### src/rtl/mem_bus_arbiter.sv
// Two-master round-robin arbiter in front of a single valid/ready memory slave.
// The grant is held for a whole transaction; a watchdog aborts transactions the slave never completes.
module mem_bus_arbiter #(
  parameter int                ADDR_W         = 32,
  parameter int                DATA_W         = 32,
  parameter int                TIMEOUT_CYCLES = 64,
  parameter logic [DATA_W-1:0] TIMEOUT_RDATA  = 32'hDEAD_BEEF
) (
  input  logic              clk,
  input  logic              reset_n,
  input  logic              m0_valid,
  output logic              m0_ready,
  input  logic [ADDR_W-1:0] m0_addr,
  input  logic [DATA_W-1:0] m0_wdata,
  input  logic [3:0]        m0_wstrb,
  output logic [DATA_W-1:0] m0_rdata,
  input  logic              m1_valid,
  output logic              m1_ready,
  input  logic [ADDR_W-1:0] m1_addr,
  input  logic [DATA_W-1:0] m1_wdata,
  input  logic [3:0]        m1_wstrb,
  output logic [DATA_W-1:0] m1_rdata,
  output logic              s_valid,
  input  logic              s_ready,
  output logic [ADDR_W-1:0] s_addr,
  output logic [DATA_W-1:0] s_wdata,
  output logic [3:0]        s_wstrb,
  input  logic [DATA_W-1:0] s_rdata,
  output logic              grant_id,
  output logic              timeout_err
);

  localparam int              CNT_W    = $clog2(TIMEOUT_CYCLES) + 1;
  localparam logic [CNT_W-1:0] CNT_LAST = CNT_W'(TIMEOUT_CYCLES - 1);

  typedef enum logic [2:0] {
    ST_IDLE   = 3'd0,
    ST_GRANT0 = 3'd1,
    ST_GRANT1 = 3'd2,
    ST_ABORT0 = 3'd3,
    ST_ABORT1 = 3'd4
  } state_t;

  state_t           r_state;
  logic             r_last_grant;
  logic [CNT_W-1:0] r_cnt;
  logic             r_grant_id;
  logic             r_timeout_err;

  assign grant_id    = r_grant_id;
  assign timeout_err = r_timeout_err;

  // Arbitration, grant hold and watchdog; a tie goes to the master not served last.
  always_ff @(posedge clk) begin
    if (!reset_n) begin
      r_state       <= ST_IDLE;
      r_last_grant  <= 1'b1;
      r_cnt         <= '0;
      r_grant_id    <= 1'b0;
      r_timeout_err <= 1'b0;
    end else begin
      case (r_state)
        ST_IDLE: begin
          r_cnt <= '0;
          if (m0_valid && (!m1_valid || r_last_grant)) begin
            r_state    <= ST_GRANT0;
            r_grant_id <= 1'b0;
          end else if (m1_valid) begin
            r_state    <= ST_GRANT1;
            r_grant_id <= 1'b1;
          end else begin
            r_state <= ST_IDLE;
          end
        end
        ST_GRANT0, ST_GRANT1: begin
          // Completion on the last counted cycle wins over the abort.
          if (s_ready) begin
            r_state      <= ST_IDLE;
            r_last_grant <= (r_state == ST_GRANT1);
            r_cnt        <= '0;
          end else if (r_cnt == CNT_LAST) begin
            r_state <= (r_state == ST_GRANT1) ? ST_ABORT1 : ST_ABORT0;
            r_cnt   <= '0;
          end else begin
            r_cnt <= r_cnt + CNT_W'(1);
          end
        end
        ST_ABORT0, ST_ABORT1: begin
          r_state       <= ST_IDLE;
          r_last_grant  <= (r_state == ST_ABORT1);
          r_timeout_err <= 1'b1;
        end
        default: begin
          r_state <= ST_IDLE;
          r_cnt   <= '0;
        end
      endcase
    end
  end

  // Bus muxing from the current state; idle and abort states keep the slave request low.
  always_comb begin
    s_valid  = 1'b0;
    s_addr   = '0;
    s_wdata  = '0;
    s_wstrb  = 4'b0000;
    m0_ready = 1'b0;
    m1_ready = 1'b0;
    m0_rdata = '0;
    m1_rdata = '0;
    case (r_state)
      ST_GRANT0: begin
        s_valid  = m0_valid;
        s_addr   = m0_addr;
        s_wdata  = m0_wdata;
        s_wstrb  = m0_wstrb;
        m0_ready = s_ready;
        m0_rdata = s_rdata;
      end
      ST_GRANT1: begin
        s_valid  = m1_valid;
        s_addr   = m1_addr;
        s_wdata  = m1_wdata;
        s_wstrb  = m1_wstrb;
        m1_ready = s_ready;
        m1_rdata = s_rdata;
      end
      ST_ABORT0: begin
        m0_ready = 1'b1;
        m0_rdata = TIMEOUT_RDATA;
      end
      ST_ABORT1: begin
        m1_ready = 1'b1;
        m1_rdata = TIMEOUT_RDATA;
      end
      default: begin
        s_valid = 1'b0;
      end
    endcase
  end

endmodule

### config.mk
export PLATFORM = sky130hd
export DESIGN_NAME = mem_bus_arbiter
export DESIGN_NICKNAME = d
export VERILOG_FILES = /design/src/rtl/mem_bus_arbiter.sv
export SDC_FILE = /design/constraint.sdc
export NUM_CORES = 1
export LEC_CHECK = 0
export CORE_AREA = 10 10 111 113
export CTS_CLUSTER_SIZE = 24
export DETAILED_ROUTE_END_ITERATION = 10
export DIE_AREA = 0 0 121 123
export PLACE_DENSITY = 0.74
export SYNTH_ARGS = -nofsm -noshare
export SYNTH_HDL_FRONTEND = slang
export SYNTH_SLANG_ARGS = --single-unit
export TNS_END_PERCENT = 1
### constraint.sdc
create_clock -name clk -period 1.9 [get_ports clk]
set_input_delay 0.19 -clock clk [delete_from_list [all_inputs] [get_ports clk]]
set_output_delay 0.19 -clock clk [all_outputs]
set_load 0.02 [all_outputs]
==> impl_metrics.ini <==
[setup_path]
path_buf_inv = 2
path_delay_family = buffers and inverters
cp_max_fo = 51
path_cells = nand2b_2, nor2_4, buf_12, and2_1, dlygate4sd2_1
crit_path_end_kind = primary output
slowest_delay_ns = 0.35
cp-start-kind = flip-flop
critPathKind = reg -> out
cp.required_ns = 1.71
crit_path_top_delay_cell = dfxtp_1
cp_data_arrival_time_ns = 1.69

[logic_synthesis]
yosysWarnings = 0
syn_avg_cell_area_um2 = 6.50
synthTopCellsByArea = a22o_1 33%, dfxtp_1 14%, nor2_1 11%
synth_ff_type = dfxtp_1
synth_top_area_cell = a22o_1
async_flop_share = 0
ys_seq_area_frac = 0.142
syn-cell-area_um2 = 1830
syn-num-nets = 456
synth_edf_count = 0
synth_top_area_share = 0.330
ys_types = 34
ys_ff_latch = 13
syn_inst = 282

[die]
die_x_um = 121
dieArea_um2 = 14900
rows = 37
die_h_um = 123
core_area_um2 = 10100
start_util = 0.181
ios = 310

[clock_tree]
cts_tree = done
clockRootBuffer = clkbuf_8
clk_path_buf_depth = 2
clk_latency_ns = 0.24
htreeDepth = 1
ctsHoldBuffers = 0
path_clk_slew_ns = 0.05
cts_sinks = 13
cts_buffers = 3

[power]
p_leak_nw = 2.39
post-layout-total-power_mw = 2.20
p_per_area_nw_per_um2 = 467
ir_drop_uv = 482

[run]
maxCapViolCount = 0

[detailed_routing]
drtAntennaViolNets = 0
routed-via-count = 3315
drt-vias-per-instance = 4.63
drt-total-wl_mm = 15.0
drc_errors = 0
drt_iter0_drc = 190
wl_per_cell_um = 20.9
first_pass_iters = 4

[global_route]
grt_pass1_vias = 3256
antenna_found_initial = 0
grt_overflow_total = 0
grt_usage = 0.175
grt_pass1_wl_mm = 20.6
grt_max_degree = 52

[layout]
antenna_cells = 0
fillers = 1024
layout_common_cells = 174 x clkdlybuf4s50_1, 69 x a22o_1, 56 x nor2_1
multi_input_area_um2 = 1430
drive_gt1_frac = 0.212
layout_commonest_cell = clkdlybuf4s50_1
syn2layout_area_growth_pct = 158
regArea_um2 = 263
layout.nets = 755

[sta]
timing.final.crit_share = 0.992
finalClockSkew_ns = 0.00190
relSlewSlack = 0.700
rsz0062_at_grt = yes
hold_viol = 0
fin_ws_ns = 0.0151
setup_viol = 0
fmax_ghz = 0.531
timing.setup.tns_ns = 0
maxSlewViolCount = 0
fin_crit_ns = 1.88
tightest_slew_ns = 0.448

[placed_design]
dpl.hpwl_mm = 12.6
pre_cts_slack_ns = -0.0910
port_buffers = 309
routabilityCongestion = 0.885

[run_status]
status = finished, final reports clean

[worst_hold_path]
holdCritPathClass = reg -> reg
[cells by family after synthesis]
group                      after synthesis  synth area share
AOI/OAI and AO/OA                       80             0.367
xor gates and xnor gates                 6            0.0287
adders and majority gates                1           0.00683
buffers and inverters                   32            0.0833
DFF                                     13             0.142
muxes                                    1           0.00546
and+or+nand+nor                        149             0.366
[area by class of cell]
type	count	area share
Clock buffer	4	0.00954
Inverter	2	0.00159
Multi-Input combinational cell	237	0.303
Sequential cell	13	0.0556
Tap cell	136	0.0360
Timing Repair Buffer	324	0.594
[state kept, by name, summed over array words and instances, names as in the netlist]
signal / cells
grant_id: 1
r_cnt: 7
r_last_grant: 1
r_state: 3
timeout_err: 1
[per-layer routing]
| layer | track usage | share of wire | up-vias |
|---|---|---|---|
| li1 | - | - | 1590 |
| met5 | 0 | 0 | - |
| met4 | 0.0211 | 0.014 | 0 |
| met3 | 0.0798 | 0.12 | 14 |
| met1 | 0.190 | 0.36 | 1504 |
| met2 | 0.313 | 0.51 | 207 |
[stage by stage]
stage	hold WS (ns)	cells	utilization	cell area, um^2
floorplan	0.361	282	-	1830
global placement	0.414	709	0.500	5070
detailed placement	0.424	709	0.500	5070
CTS	0.432	716	0.508	5150
global route	0.450	716	0.466	4720
finish	0.428	716	0.466	4720
[worst reg2reg max path: stages, from the launching register on]
cell and delay, ns:
dfxtp_1 0.41, or3b_1 0.41, buf_12 0.18, nand2_1 0.17, xor2_1 0.16, nor2_1 0.05
[synth_stat cells, types with 2 or more instances]
master / count
a22o_1: 69
nor2_1: 56
nand2_1: 55
and2_1: 16
buf_2: 14
dfxtp_1: 13
clkbuf_1: 8
xor2_1: 5
a21oi_1: 4
and3_1: 4
buf_1: 4
buf_4: 4
nand3_1: 4
inv_1: 2
nand4b_1: 2
nor2b_1: 2
nor3_1: 2
o21a_1: 2
[worst paths after layout]
path / startpoint / endpoint / slack (ns) / cells after the start
worst max-delay path: r_state[2] / m0_rdata[29] / 0.02 / 5
worst min-delay path: r_cnt[6] / r_cnt[6] / 0.43 / 2
worst max register to register: r_state[2] / r_cnt[0] / 0.39 / 5
worst min register to register: r_cnt[6] / r_cnt[6] / 0.43 / 2
[what timing repair did]
| item | 4_1_cts | 5_1_grt |
|---|---|---|
| setup endpoints to repair | 128 | 102 |
| resized for setup | 243 | 135 |
| setup buffers | 2 | 0 |
| cloned | 1 | 0 |
[power breakdown]
group / leakage (nW) / switching [mW] / internal (mW) / total, mW
combinational: 2.26 / 0.872 / 0.786 / 1.66
sequential: 0.106 / 0.0122 / 0.287 / 0.299
clock: 0.0228 / 0.0986 / 0.148 / 0.247
total: 2.39 / 0.983 / 1.22 / 2.20
(Power assumes the default switching activity.)
